$ cat config.mk
export PLATFORM = sky130hd
export DESIGN_NAME = aes_req_arbiter_flat
export DESIGN_NICKNAME = d
export VERILOG_FILES = /design/src/rtl/aes_pkg.sv /design/src/rtl/aes_req_arbiter_if.sv /design/src/rtl/rr_arbiter.sv /design/src/rtl/aes_req_arbiter.sv /design/src/flat_wrapper.sv
export SDC_FILE = /design/constraint.sdc
export NUM_CORES = 1
export LEC_CHECK = 0
export CAP_MARGIN = 10
export CORE_AREA = 2 2 603 605
export DETAILED_ROUTE_END_ITERATION = 10
export DIE_AREA = 0 0 605 607
export GPL_TIMING_DRIVEN = 0
export PLACE_DENSITY = 0.3
export SYNTH_ARGS = -nofsm -noshare
export SYNTH_HDL_FRONTEND = slang
export SYNTH_SLANG_ARGS = --single-unit
$ cat constraint.sdc
create_clock -name clk_i -period 5.25 [get_ports clk_i]
set_clock_uncertainty 0.1 [all_clocks]
set_input_delay 0.525 -clock clk_i [delete_from_list [all_inputs] [get_ports clk_i]]
set_output_delay 0.525 -clock clk_i [all_outputs]
set_load 0.05 [all_outputs]
$ cat src/rtl/aes_pkg.sv
// Shared types and constants for the AES128 request arbiter and its neighbours.
// No logic lives here; the FSM encoding and the job layout are the contract.
package aes_pkg;

   localparam int AES_BLK_W       = 128;
   localparam int AES_TIMEOUT_DEF = 64;

   typedef enum logic [1:0] {
      IDLE,
      ISSUE,
      BUSY,
      RESP
   } arb_state_t;

   typedef struct packed {
      logic [AES_BLK_W-1:0] key;
      logic [AES_BLK_W-1:0] pt;
   } aes_job_t;

endpackage

$ cat src/rtl/aes_req_arbiter_if.sv
// Bundle of requester, response and AES-core signals around the arbiter.
// slave = arbiter side, master = requesters/response sink/core side.
interface aes_req_arbiter_if #(
   parameter int NREQ = 4,
   parameter int IDW  = 2
) ();
   import aes_pkg::*;

   logic [NREQ-1:0]           req_valid_i;
   logic [NREQ-1:0]           req_ready_o;
   logic [AES_BLK_W*NREQ-1:0] req_key_i;
   logic [AES_BLK_W*NREQ-1:0] req_pt_i;
   logic                      resp_valid_o;
   logic                      resp_ready_i;
   logic [IDW-1:0]            resp_id_o;
   logic [AES_BLK_W-1:0]      resp_ct_o;
   logic                      resp_err_o;
   logic                      core_start_o;
   logic [AES_BLK_W-1:0]      core_key_o;
   logic [AES_BLK_W-1:0]      core_pt_o;
   logic                      core_done_i;
   logic [AES_BLK_W-1:0]      core_ct_i;
   logic                      busy_o;

   modport slave (
      input  req_valid_i, req_key_i, req_pt_i, resp_ready_i, core_done_i, core_ct_i,
      output req_ready_o, resp_valid_o, resp_id_o, resp_ct_o, resp_err_o,
             core_start_o, core_key_o, core_pt_o, busy_o
   );

   modport master (
      output req_valid_i, req_key_i, req_pt_i, resp_ready_i, core_done_i, core_ct_i,
      input  req_ready_o, resp_valid_o, resp_id_o, resp_ct_o, resp_err_o,
             core_start_o, core_key_o, core_pt_o, busy_o
   );

endinterface

$ cat src/rtl/rr_arbiter.sv
// Combinational round-robin pick: nearest valid requester at or after ptr, wrapping.
// Zero latency; no state, so a requester that drops valid loses nothing.
module rr_arbiter #(
   parameter int N   = 4,
   parameter int IDW = 2
) (
   input  logic [N-1:0]   req,
   input  logic [IDW-1:0] ptr,
   output logic [N-1:0]   gnt,
   output logic [IDW-1:0] gnt_idx,
   output logic           gnt_any
);

   logic [IDW:0] pos;

   always_comb begin
      pos     = '0;
      gnt_idx = '0;
      gnt_any = 1'b0;
      // scan farthest-first so the nearest requester after ptr is the last writer
      for (int i = N - 1; i >= 0; i--) begin
         pos = {1'b0, ptr} + (IDW+1)'(i);
         if (pos >= (IDW+1)'(N)) begin
            pos = pos - (IDW+1)'(N);
         end
         if (req[pos[IDW-1:0]]) begin
            gnt_idx = pos[IDW-1:0];
            gnt_any = 1'b1;
         end
      end
      gnt = gnt_any ? (N'(1) << gnt_idx) : '0;
   end

endmodule

$ cat src/rtl/aes_req_arbiter.sv
// Round-robin sharing of one AES128 core: accept -> start next cycle -> result 1 cycle after done.
// One job in flight; no accept until the result handshakes. AES_ARB_TIMEOUT_EN adds a BUSY watchdog.
module aes_req_arbiter import aes_pkg::*; #(
   parameter int NREQ    = 4,
   parameter int IDW     = 2,
   parameter int TIMEOUT = AES_TIMEOUT_DEF
) (
   input logic              clk_i,
   input logic              rst_i,
   aes_req_arbiter_if.slave bus
);

   arb_state_t           state;
   logic [IDW-1:0]       rr_ptr;
   logic [IDW-1:0]       cur_id;
   logic [IDW-1:0]       gnt_idx;
   logic [IDW-1:0]       next_ptr;
   logic [NREQ-1:0]      gnt;
   logic                 gnt_any;
   logic                 accept;
   aes_job_t             sel_job;
   aes_job_t             job_q;
   logic [AES_BLK_W-1:0] resp_ct_q;
   logic                 resp_vld_q;
   logic                 start_q;
   logic                 busy_q;

   rr_arbiter #(.N(NREQ), .IDW(IDW)) u_rr (
      .req     (bus.req_valid_i),
      .ptr     (rr_ptr),
      .gnt     (gnt),
      .gnt_idx (gnt_idx),
      .gnt_any (gnt_any)
   );

   always_comb begin
      sel_job = '0;
      for (int k = 0; k < NREQ; k++) begin
         if (gnt_idx == IDW'(k)) begin
            sel_job.key = bus.req_key_i[k*AES_BLK_W +: AES_BLK_W];
            sel_job.pt  = bus.req_pt_i[k*AES_BLK_W +: AES_BLK_W];
         end
      end
   end

   assign accept          = (state == IDLE) && gnt_any && !rst_i;
   assign bus.req_ready_o = accept ? gnt : '0;
   assign next_ptr        = (cur_id == IDW'(NREQ - 1)) ? '0 : cur_id + 1'b1;

`ifdef AES_ARB_TIMEOUT_EN
   localparam int CW = $clog2(TIMEOUT + 1);
   logic [CW-1:0] to_cnt;
   logic          resp_err_q;
   assign bus.resp_err_o = resp_err_q;
`else
   logic unused_timeout;
   assign unused_timeout = ^TIMEOUT;
   assign bus.resp_err_o = 1'b0;
`endif

   always_ff @(posedge clk_i) begin
      if (rst_i) begin
         state      <= IDLE;
         rr_ptr     <= '0;
         cur_id     <= '0;
         job_q      <= '0;
         resp_ct_q  <= '0;
         resp_vld_q <= 1'b0;
         start_q    <= 1'b0;
         busy_q     <= 1'b0;
`ifdef AES_ARB_TIMEOUT_EN
         to_cnt     <= '0;
         resp_err_q <= 1'b0;
`endif
      end else begin
         start_q <= 1'b0;
         case (state)
            IDLE: begin
               if (accept) begin
                  job_q   <= sel_job;
                  cur_id  <= gnt_idx;
                  start_q <= 1'b1;
                  busy_q  <= 1'b1;
                  state   <= ISSUE;
               end
            end
            ISSUE: begin
               // the ISSUE cycle keeps a done level left over from the last job out of BUSY
`ifdef AES_ARB_TIMEOUT_EN
               to_cnt <= '0;
`endif
               state  <= BUSY;
            end
            BUSY: begin
               if (bus.core_done_i) begin
                  resp_ct_q  <= bus.core_ct_i;
                  resp_vld_q <= 1'b1;
                  state      <= RESP;
`ifdef AES_ARB_TIMEOUT_EN
                  resp_err_q <= 1'b0;
               end else if (to_cnt == CW'(TIMEOUT - 1)) begin
                  resp_ct_q  <= '0;
                  resp_vld_q <= 1'b1;
                  resp_err_q <= 1'b1;
                  state      <= RESP;
               end else begin
                  to_cnt <= to_cnt + 1'b1;
`endif
               end
            end
            RESP: begin
               if (bus.resp_ready_i) begin
                  resp_vld_q <= 1'b0;
                  busy_q     <= 1'b0;
                  rr_ptr     <= next_ptr;
                  state      <= IDLE;
               end
            end
            default: state <= IDLE;
         endcase
      end
   end

   assign bus.core_start_o = start_q;
   assign bus.core_key_o   = job_q.key;
   assign bus.core_pt_o    = job_q.pt;
   assign bus.resp_valid_o = resp_vld_q;
   assign bus.resp_id_o    = cur_id;
   assign bus.resp_ct_o    = resp_ct_q;
   assign bus.busy_o       = busy_q;

endmodule

$ cat src/flat_wrapper.sv
// flat-port wrapper written by rule: the top's interface ports become plain ports
module aes_req_arbiter_flat import aes_pkg::*;
#(
   parameter int NREQ    = 4,
   parameter int IDW     = 2,
   parameter int TIMEOUT = AES_TIMEOUT_DEF
)
  (clk_i, rst_i, bus_req_valid_i, bus_req_key_i, bus_req_pt_i, bus_resp_ready_i, bus_core_done_i, bus_core_ct_i, bus_req_ready_o, bus_resp_valid_o, bus_resp_id_o, bus_resp_ct_o, bus_resp_err_o, bus_core_start_o, bus_core_key_o, bus_core_pt_o, bus_busy_o);
  aes_req_arbiter_if #(.NREQ(NREQ), .IDW(IDW)) bus_i ();
  input logic clk_i;
  input logic rst_i;
  input wire logic [$bits(bus_i.req_valid_i)-1:0] bus_req_valid_i;
  input wire logic [$bits(bus_i.req_key_i)-1:0] bus_req_key_i;
  input wire logic [$bits(bus_i.req_pt_i)-1:0] bus_req_pt_i;
  input wire logic [$bits(bus_i.resp_ready_i)-1:0] bus_resp_ready_i;
  input wire logic [$bits(bus_i.core_done_i)-1:0] bus_core_done_i;
  input wire logic [$bits(bus_i.core_ct_i)-1:0] bus_core_ct_i;
  output wire logic [$bits(bus_i.req_ready_o)-1:0] bus_req_ready_o;
  output wire logic [$bits(bus_i.resp_valid_o)-1:0] bus_resp_valid_o;
  output wire logic [$bits(bus_i.resp_id_o)-1:0] bus_resp_id_o;
  output wire logic [$bits(bus_i.resp_ct_o)-1:0] bus_resp_ct_o;
  output wire logic [$bits(bus_i.resp_err_o)-1:0] bus_resp_err_o;
  output wire logic [$bits(bus_i.core_start_o)-1:0] bus_core_start_o;
  output wire logic [$bits(bus_i.core_key_o)-1:0] bus_core_key_o;
  output wire logic [$bits(bus_i.core_pt_o)-1:0] bus_core_pt_o;
  output wire logic [$bits(bus_i.busy_o)-1:0] bus_busy_o;
  assign bus_i.req_valid_i = bus_req_valid_i;
  assign bus_i.req_key_i = bus_req_key_i;
  assign bus_i.req_pt_i = bus_req_pt_i;
  assign bus_i.resp_ready_i = bus_resp_ready_i;
  assign bus_i.core_done_i = bus_core_done_i;
  assign bus_i.core_ct_i = bus_core_ct_i;
  assign bus_req_ready_o = bus_i.req_ready_o;
  assign bus_resp_valid_o = bus_i.resp_valid_o;
  assign bus_resp_id_o = bus_i.resp_id_o;
  assign bus_resp_ct_o = bus_i.resp_ct_o;
  assign bus_resp_err_o = bus_i.resp_err_o;
  assign bus_core_start_o = bus_i.core_start_o;
  assign bus_core_key_o = bus_i.core_key_o;
  assign bus_core_pt_o = bus_i.core_pt_o;
  assign bus_busy_o = bus_i.busy_o;
  aes_req_arbiter #(.NREQ(NREQ), .IDW(IDW), .TIMEOUT(TIMEOUT)) u_core (.clk_i(clk_i), .rst_i(rst_i), .bus(bus_i));
endmodule
# Word level (Yosys, flattened, before mapping)

Cells that the tools add are included.

Reductions and logical operators: 14
Bitwise logic cells: 1
Equality and inequality tests: 10
Muxes and demuxes: 37
Add/sub/neg operators: 8
Magnitude comparators: 8
Shifts and indexed selects: 1

Operators with widths:

| cell                | number |
|---|---|
| $mux 256            | 4 |
| $mux 2              | 12 |
| $lt 2x3->1 const B  | 4 |
| $mux 1              | 12 |
| $eq 2x2->1 const B  | 5 |
| $ge 3x3->1 const B  | 3 |
| $reduce_and 3->1    | 3 |
| $bmux 1 s2          | 4 |
| $mux 4              | 2 |
| $pmux 2 s4          | 1 |
| $sub 2x1->2 const B | 4 |
| $add 2x2->3 const B | 2 |
| $reduce_and 2->1    | 3 |
| $eq 2x1->1 const B  | 2 |
| $logic_not 2->1     | 2 |
| $ne 2x2->1 const B  | 2 |
| $pmux 1 s2          | 2 |
| $reduce_bool 2->1   | 2 |
| $shl 1x2->4 const A | 1 |
| $add 2x1->3 const B | 1 |
| $ge 2x3->1 const B  | 1 |
| $add 2x1->2 const B | 1 |
| $logic_and 1x1->1   | 2 |
| $ne 2x1->1 const B  | 1 |
| other kinds (3)     | 3 |

Output and inout bits: 394
Logic and storage cells: 88
Flip-flop bits (word level): 393

# Logic depth before layout (Yosys ltp)

Gate-level depths: netlist of the first run.

Word-level depth: 14
Depth in mapped cells: 11
Mapped depth without buffers: 8

# Hierarchy

A second synthesis of the first run with hierarchy kept.

Cell total of the unflattened synthesis: 2068
Area total of the unflattened synthesis: 19690.1 µm²

Modules (own cells, without submodules):

| module          | area an instance (µm²) | instances | cells each |
|---|---|---|---|
| aes_req_arbiter | 19507.5                | 1         | 2039 |
| rr_arbiter      | 182.7                  | 1         | 29 |

# Worst setup path after synthesis of the first run

OpenSTA, ideal clock, no wires.

Path type: input to output
From: input bus_req_valid_i[1]
To: output bus_req_ready_o[1]
Required time: 4.625 ns
Cell stages on the path: 7
Buffers on the path: 3
Arrival time: 2.695 ns
Slack: 1.930 ns
Cells stage by stage: buf_4 > nor2_2 > nor4_4 > nor2_4 > buf_2 > buf_2 > nor3_1

Cells in the longest elaborated chain, start to end: 9

Ends and longest elaborated chain:

| element                                          | RTL line                                | text |
|---|---|---|
| start, declared                                  | flat_wrapper.sv:12                      | `input wire logic [$bits(bus_i.req_valid_i)-1:0] bus_req_valid_i;` |
| $bmux 1 s2                                       | rr_arbiter.sv:26                        | `if (req[pos[IDW-1:0]]) begin` |
| $mux 1 (not written as such)                     | rr_arbiter.sv:26                        |  |
| $mux 2 or $mux 1 (tied branches) (4 in a row)    | rr_arbiter.sv:26                        |  |
| $shl 1x2->4 or $logic_and 1x1->1 (tied branches) | rr_arbiter.sv:31, aes_req_arbiter.sv:46 |  |
| $mux 4 or $logic_and 1x1->1 (tied branches)      | rr_arbiter.sv:31, aes_req_arbiter.sv:46 |  |
| $mux 4 (*)                                       | aes_req_arbiter.sv:47                   | `assign bus.req_ready_o = accept ? gnt : '0;` |
| end, declared                                    | flat_wrapper.sv:18                      | `output wire logic [$bits(bus_i.req_ready_o)-1:0] bus_req_ready_o;` |

Every way passes the cells marked *; elsewhere a longest branch is shown, timed or not. The select of a mux whose other input is x is not followed.

# Final worst setup path of the first run

From: register u_core.rr_ptr[1]
To: output bus_req_ready_o[2]

Cells in the longest elaborated chain, start to end: 12

Ends and longest elaborated chain:

| element                                          | RTL line                                | text |
|---|---|---|
| start, declared                                  | aes_req_arbiter.sv:14                   | `logic [IDW-1:0] rr_ptr;` |
| start signal, assigned                           | aes_req_arbiter.sv:115                  | `rr_ptr <= next_ptr;` |
| $add 2x2->3                                      | rr_arbiter.sv:22                        | `pos = {1'b0, ptr} + (IDW+1)'(i);` |
| $ge 3x3->1 or $sub 2x1->2 (tied branches)        | rr_arbiter.sv:23, rr_arbiter.sv:24      |  |
| $mux 2                                           | rr_arbiter.sv:23                        | `if (pos >= (IDW+1)'(N)) begin` |
| $bmux 1 s2                                       | rr_arbiter.sv:26                        |  |
| $mux 1 (not written as such)                     | rr_arbiter.sv:26                        |  |
| $mux 2 or $mux 1 (tied branches) (4 in a row)    | rr_arbiter.sv:26                        |  |
| $shl 1x2->4 or $logic_and 1x1->1 (tied branches) | rr_arbiter.sv:31, aes_req_arbiter.sv:46 |  |
| $mux 4 or $logic_and 1x1->1 (tied branches)      | rr_arbiter.sv:31, aes_req_arbiter.sv:46 |  |
| $mux 4 (*)                                       | aes_req_arbiter.sv:47                   |  |

Marks and branches as above.

==> summary.md, run 1 <==
| Metric | Value |
|---|---|
| CTS tree | `done` |
| F_max | `0.200 GHz` |
| Pwr dens | `447 mW/mm^2` |
| Net count reported at finish | `5339` |
| Grt total ovfl | `0` |
| Worst reg-to-reg setup slack | `1090 ps` |
| Flop pwr share | `21.2%` |
| Worst EP arrival | `4370 ps` |
| Max-cap violations | `0` |
| DR iter-0 viols | `1842` |
| Power share of the clock group | `28.2%` |
| Gr usage total | `17.2%` |
| Number of global-route vias before repair | `30100` |
| EDFF count, synth | `0` |
| Register bit count reported by yosys | `393` |
| Clk buf depth | `4` |
| Cts hold-fix bufs | `0` |
| Hold slack | `175 ps` |
| H-tree levels | `3` |
| I/O Buffers | `1550` |
| Post-Syn Instances | `2523` |
| RR Startpoint | `u_core.rr_ptr[0]$_SDFFE_PP0P_` |
| CP Launch Point | `u_core.rr_ptr[1]$_SDFFE_PP0P_` |
| Comb pwr share | `50.6%` |
| Final Hold Fails | `0` |
| Warnings, synthesis | `0` |
| Total CTS buffers | `75` |
| Drt via density | `3.27` |
| Async set or reset register ratio after synthesis | `0%` |
| Drt pass-1 iters | `5` |
| Total clock sinks | `393` |
| RSZ-0062 raised after global routing | `no` |
| P&R area growth vs syn | `124%` |
| Antenna Nets Post-Route | `0` |
| Final Routed Wirelength | `330 mm` |
| Crit path time final | `4990 ps` |
| Slew margin rel. | `14.5%` |
| CP Data Required Time | `4620 ps` |
| Initial antenna violation count | `248` |
| Ys flop type | `dfxtp_1` |
| Worst Hold Class | `input pin to register` |
| DIE HEIGHT | `607 um` |
| Tot Pwr | `20100 uW` |
| Final Setup Violations | `0` |
| Mean Syn Cell Area | `7.95 sq um` |
| FF-to-FF End | `u_core.bus.core_key_o[112]$_SDFFE_PP0P_` |
| First-pass GRT wire length | `396 mm` |
| Switching part of the total | `48.6%` |
| Setup crit start kind | `register` |
| NetSw | `9750 uW` |
| Maximum vdd ir drop | `202 uV` |
| Reg2Reg Depth | `8` |
| Worst setup path end | `bus_req_ready_o[2]` |
| Post-DP HPWL | `289 mm` |
| IO Pins | `1554` |
| Share of layout cells above drive strength 1 | `6.86%` |
| Wire per inst | `36.3 um` |
| Critical path peak fanout | `10` |
| GPL Wtd Cong | `0.882` |
| Critical path type | `register to output pin` |
| Netlist cell types | `56` |
| Die area | `0.367 sq mm` |
| Fillcell total | `41500` |
| Largest net degree at the start of global routing | `20` |
| Max Slew Vio Count | `0` |
| Placeable Area | `0.361 sq mm` |
| Worst-Margin Slew | `1280 ps` |
| Worst skew pair latency | `750 ps` |
| Via count | `29800` |
| Die width | `605 um` |
| # rows | `221` |
| DRC violation count after routing | `0` |
| Postcts setup bufs | `0` |
| Syn nets | `3688` |
| Effective utilization at floorplan | `5.56%` |
| Leakage Power | `0.0146 uW` |
| Period utilization | `95.1%` |
| Mapped Area | `0.0201 sq mm` |
| Clock Pin Slew Worst Setup and Hold Paths | `60 ps` |
| CP endpoint kind | `output pin` |
| P_int | `10300 uW` |
| Post-cts repair resize count | `5` |
| Status | `finished, final reports clean` |
| Sequential area share after synthesis | `39.2%` |
| CTS Root Cell | `clkbuf_16` |
[layer usage]
metal	share of wire, %	up-vias	wire (um)	global-route usage (%)
met5	0.15	-	506	0
met4	3.2	78	10700	4.70
met3	7.3	536	24200	5.04
met2	51	1583	168000	31.5
met1	38	14600	127000	19.3
li1	-	13000	-	-
[worst max-delay path: stages, from the launching register on]
cell	delay, ps
dfxtp_1	510
buf_4	260
nor2_1	100
o311ai_4	600
buf_8	280
clkbuf_1	890
nor2_1	140
clkdlybuf4s50_1	770
[flip-flops by register name, indices dropped and copies added, names as in the netlist]
signal	count
u_core.bus.busy_o	1
u_core.state	2
u_core.bus.core_start_o	1
u_core.bus.resp_ct_o	128
u_core.bus.resp_id_o	2
u_core.bus.core_key_o	128
u_core.bus.core_pt_o	128
u_core.bus.resp_valid_o	1
u_core.rr_ptr	2
[synthesized netlist by cell type, types with 6 or more instances]
library cell	n	area share, %
buf_6	16	0.90
a32oi_1	6	0.26
inv_1	6	0.11
clkbuf_1	185	3.5
a21o_1	60	2.2
o21ai_0	52	1.3
o221ai_1	173	7.6
dfxtp_1	393	39
nand3_1	63	1.6
a2bb2oi_1	105	4.6
buf_1	7	0.13
and3_1	107	3.3
a221oi_1	54	2.4
a211oi_1	162	6.1
nor2_1	100	1.9
a21oi_1	212	5.3
o22ai_1	105	3.3
o21ai_1	74	1.8
buf_2	81	2.0
o31ai_1	24	0.90
buf_4	8	0.30
a31oi_1	7	0.22
nand2_1	463	8.7
[kinds of logic (layout without fill, tap and decap cells)]
| logic type | count (synthesis) | after routing | share of synthesized area [%] |
|---|---|---|---|
| and+or+nand+nor | 766 | 766 | 16.6 |
| other | 1 | 79 | 0.0187 |
| muxes | 1 | 1 | 0.0499 |
| DFF | 393 | 393 | 39.2 |
| AOI/OAI and AO/OA | 1053 | 1053 | 36.9 |
| adders and majority gates | 5 | 5 | 0.312 |
| buffers and inverters | 304 | 2009 | 6.94 |
[placed cells by master (no fill, tap or decap), drive strengths merged, types with 3 or more instances in the layout]
master / Yosys / layout
bufinv: 0 / 11
nor2: 103 / 103
nand3: 63 / 63
a21o: 60 / 60
a221oi: 54 / 54
dfxtp: 393 / 393
diode: 0 / 78
nand2: 465 / 465
or3: 5 / 5
a21oi: 212 / 212
buf: 112 / 136
ha: 5 / 5
clkinvlp: 0 / 4
nand2b: 5 / 5
a32oi: 6 / 6
inv: 7 / 9
o21ai: 126 / 126
o31ai: 24 / 24
a211o: 3 / 3
o22ai: 105 / 105
a211oi: 163 / 163
o221ai: 173 / 173
nor2b: 5 / 5
clkdlybuf4s50: 0 / 1549
clkinv: 0 / 8
nor3: 3 / 3
and3: 107 / 107
a2bb2oi: 105 / 105
a31oi: 7 / 7
o2111ai: 5 / 5
clkbuf: 185 / 291
[power by group through the flow]
stage          Clock, uW  Combinational [uW]  Sequential, uW
3_5_place_dp           0               10500            4300
4_1_cts             5930               10500            4250
5_1_grt             5980               10700            4330
6_report            5660               10200            4260
3_3_place_gp           0               10400            4290
2_1_floorplan          0                2310            6600
[worst min-delay path by stage]
stage	depth (start not counted)	slack (ps)	start	to
after floorplan	2	420	u_core.state[1]$_SDFFE_PP0P_	u_core.state[1]$_SDFFE_PP0P_
after global placement	2	340	u_core.bus.core_pt_o[109]$_SDFFE_PP0P_	u_core.bus.core_pt_o[109]$_SDFFE_PP0P_
after detailed placement	2	340	u_core.bus.core_key_o[119]$_SDFFE_PP0P_	u_core.bus.core_key_o[119]$_SDFFE_PP0P_
after CTS	3	70	bus_core_ct_i[10]	u_core.bus.resp_ct_o[10]$_SDFFE_PP0P_
after global routing	3	130	bus_core_ct_i[14]	u_core.bus.resp_ct_o[14]$_SDFFE_PP0P_
final	3	170	bus_core_ct_i[127]	u_core.bus.resp_ct_o[127]$_SDFFE_PP0P_
[through the flow]
stage          TNS (ps)  instances  util, %  instance area, sq um  setup WS (ps)
4_1_cts               0       9022     12.4                 44700           2.44
5_1_grt               0       9055     12.4                 44800           54.0
3_3_place_gp      -5550       8867     11.5                 41600           -930
6_report              0       9100     12.4                 44900            256
2_1_floorplan         0       2523        -                 20100           1930
3_5_place_dp       -660       8892     11.6                 42000           -380
[layout make-up]
type,count,area [sq um],area share (%)
inverters,7,26.3,0.0585
flip-flops and latches,393,7870,17.5
repair buffers,1575,15900,35.5
diodes,78,195,0.435
clock inverters,25,458,1.02
plain buffers,296,1390,3.10
multi-input cells,1826,10800,24.1
clock buffers,106,2200,4.91
well taps,4794,6000,13.4
Power figures use the tool's default switching activity.
==> run 2, diff against run 1 <==
--- a/config.mk
+++ b/config.mk
@@ -6,11 +6,13 @@
 export NUM_CORES = 1
 export LEC_CHECK = 0
 export CAP_MARGIN = 10
-export CORE_AREA = 2 2 603 605
+export CELL_PAD_IN_SITES_DETAIL_PLACEMENT = 1
+export CELL_PAD_IN_SITES_GLOBAL_PLACEMENT = 1
+export CORE_AREA = 2 2 609 611
 export DETAILED_ROUTE_END_ITERATION = 10
-export DIE_AREA = 0 0 605 607
+export DIE_AREA = 0 0 611 613
 export GPL_TIMING_DRIVEN = 0
-export PLACE_DENSITY = 0.3
+export PLACE_DENSITY = 0.32
 export SYNTH_ARGS = -nofsm -noshare
 export SYNTH_HDL_FRONTEND = slang
 export SYNTH_SLANG_ARGS = --single-unit
==> summary.md, run 2 (synthesis results as in run 1) <==
| Metric | Value |
|---|---|
| Status | `finished, final reports clean` |
| First-pass GRT wire length | `397 mm (+0.28%)` |
| Pwr dens | `442 mW/mm^2 (-1.2%)` |
| Drt pass-1 iters | `5 (unchanged)` |
| CTS Root Cell | `clkbuf_16` |
| Via count | `29400 (-1.4%)` |
| Met2 Track Usage GR | `31.4% (-0.11 points)` |
| Switching part of the total | `48.4% (-0.21 points)` |
| Placed cells | `8930 (+0.43%)` |
| Post-DP HPWL | `286 mm (-0.83%)` |
| RSZ-0062 raised after global routing | `no` |
| Comb pwr share | `51.3% (+0.7 points)` |
| Worst Hold Class | `input pin to register` |
| Maximum vdd ir drop | `208 uV (+2.8%)` |
| Max-cap violations | `0 (unchanged)` |
| Leakage Power | `0.0145 uW (-0.56%)` |
| Placeable Area | `0.368 sq mm (+1.9%)` |
| P&R area growth vs syn | `123%` |
| Final Hold Fails | `0 (unchanged)` |
| Gr usage total | `16.8% (-0.45 points)` |
| I/O Buffers | `1550 (unchanged)` |
| Die width | `611 um (+0.99%)` |
| GRT Max-Usage Layer | `met2` |
| Clk buf depth | `4 (unchanged)` |
| Setup crit start kind | `register` |
| Initial antenna violation count | `226 (-8.9%)` |
| Share of layout cells above drive strength 1 | `6.43% (-0.43 points)` |
| Drt via density | `3.23 (-1.5%)` |
| Net count reported at finish | `5332 (-0.13%)` |
| Non-filler cells, final | `9109 (+0.099%)` |
| # rows | `223 (+0.90%)` |
| NetSw | `9550 uW (-2.1%)` |
| Number of global-route vias before repair | `31300 (+4.1%)` |
| DIE HEIGHT | `613 um (+0.99%)` |
| Placed cell areas | `0.0421 sq mm (about the same)` |
| Flop pwr share | `21.4% (+0.2 points)` |
| DR iter-0 viols | `1690 (-8.3%)` |
| F_max | `0.203 GHz (+1.5%)` |
| Total clock sinks | `393 (unchanged)` |
| Crit path time final | `4920 ps (-74.0 ps)` |
| Pre-CTS setup slack | `-262 ps (+118 ps)` |
| Worst skew pair latency | `780 ps (+30 ps)` |
| Tot Pwr | `19800 uW (-1.6%)` |
| Antenna Nets Post-Route | `0 (unchanged)` |
| Most common cell after layout, fill and taps aside | `clkdlybuf4s50_1` |
| CP Data Required Time | `4620 ps (about the same)` |
| Period utilization | `93.7% (-1.4 points)` |
| Clock Pin Slew Worst Setup and Hold Paths | `60 ps (about the same)` |
| Effective utilization at floorplan | `5.46% (-0.10 points)` |
| Slew margin rel. | `14.4% (-0.060 points)` |
| Wire per inst | `35.9 um (-0.93%)` |
| DRC violation count after routing | `0 (unchanged)` |
| Critical path type | `register to output pin` |
| Grt total ovfl | `0 (unchanged)` |
| CTS tree | `done` |
| Total CTS buffers | `73 (-2.7%)` |
| M1 GR Usage | `18.4% (-0.82 points)` |
| P_int | `10200 uW (-1.2%)` |
| IO Pins | `1554 (unchanged)` |
| H-tree levels | `3 (unchanged)` |
| Worst EP arrival | `4290 ps (-80 ps)` |
| Max Slew Vio Count | `0 (unchanged)` |
| Final Routed Wirelength | `327 mm (-0.83%)` |
| GPL Wtd Cong | `0.881 (about the same)` |
| Critical path peak fanout | `10 (unchanged)` |
| Power share of the clock group | `27.3% (-0.9 points)` |
| Final Setup Violations | `0 (unchanged)` |
| Die area | `0.375 sq mm (+2.0%)` |
| Largest net degree at the start of global routing | `20 (unchanged)` |
| Worst-Margin Slew | `1280 ps (+0.898 ps)` |
| CP endpoint kind | `output pin` |
| Worst setup margin | `330 ps (+74.0 ps)` |
| Most frequent cells in the layout | `clkdlybuf4s50_1, nand2_1, dfxtp_1` |
| Design area | `0.0447 sq mm (-0.44%)` |
| GR Layer Usage met3 | `4.89% (-0.15 points)` |
## run 2: cell count changes in the layout (fill, tap and decap cells not counted), moves of 2 or more
cell        delta
buf_8          -4
clkinv_4       -4
buf_16         +2
clkbuf_2       -5
diode_2       -22
clkbuf_1       +7
clkinv_2       +4
clkinvlp_4     -4
## run 2: power by group through the flow
| stage | logic, uW | clock network (uW) | registers, uW |
|---|---|---|---|
| final | 10100 | 5390 | 4240 |
| after detailed placement | 10500 | 0 | 4300 |
| after CTS | 10500 | 5650 | 4250 |
| after global placement | 10400 | 0 | 4280 |
| after floorplan | 2310 | 0 | 6600 |
| after global routing | 10700 | 5720 | 4330 |
## run 2: final cells by class
class                      instances  area (sq um)
antenna                           56           140
multi-input combinational       1826         10800
buffer                           296          1390
timing repair buffer            1570         15900
clock inverter                    18           344
inverter                           7          26.3
sequential                       393          7870
fill                           43300        323000
tap                             4837          6050
clock buffer                     106          2170
## run 2: path summary, 6_finish.rpt
kind / start / end / slack (ps) / depth (start not counted)
worst max-delay path: u_core.rr_ptr[1]$_SDFFE_PP0P_ / bus_req_ready_o[1] / 330 / 8
worst min-delay path: bus_core_ct_i[31] / u_core.bus.resp_ct_o[31]$_SDFFE_PP0P_ / 200 / 3
worst max register to register: u_core.rr_ptr[0]$_SDFFE_PP0P_ / u_core.bus.core_key_o[106]$_SDFFE_PP0P_ / 1230 / 8
worst min register to register: u_core.bus.core_pt_o[61]$_SDFFE_PP0P_ / u_core.bus.core_pt_o[61]$_SDFFE_PP0P_ / 350 / 2
## run 2: per-stage QoR
stage / setup TNS (ps) / utilization [%] / hold slack [ps]
6_report: 0 / 12.2 / 198
2_1_floorplan: 0 / - / 418
4_1_cts: 0 / 12.1 / 98.8
3_3_place_gp: -15790 / 11.3 / 337
3_5_place_dp: -422 / 11.4 / 344
5_1_grt: 0 / 12.1 / 148
## run 2: per-layer routing
| layer | vias to the layer above | part of all wire [%] |
|---|---|---|
| met3 | 470 | 7.1 |
| li1 | 12900 | - |
| met2 | 1398 | 52 |
| met4 | 78 | 2.8 |
| met5 | - | 0.15 |
| met1 | 14500 | 38 |
## run 2: worst max-delay path, stage by stage (launching register included)
cell and delay, ps:
dfxtp_1 480, buf_4 240, nand2_1 100, a211oi_2 580, nor2_2 240, buf_6 280
clkbuf_2 400, nor3_1 480, dlygate4sd2_1 640
## run 2: what timing repair did
action | in CTS | in global routing
gates resized for setup | 1 | 0
endpoints found under the setup margin | 4 | 0
setup buffers | 0 | 0
hold buffers | 0 | 0
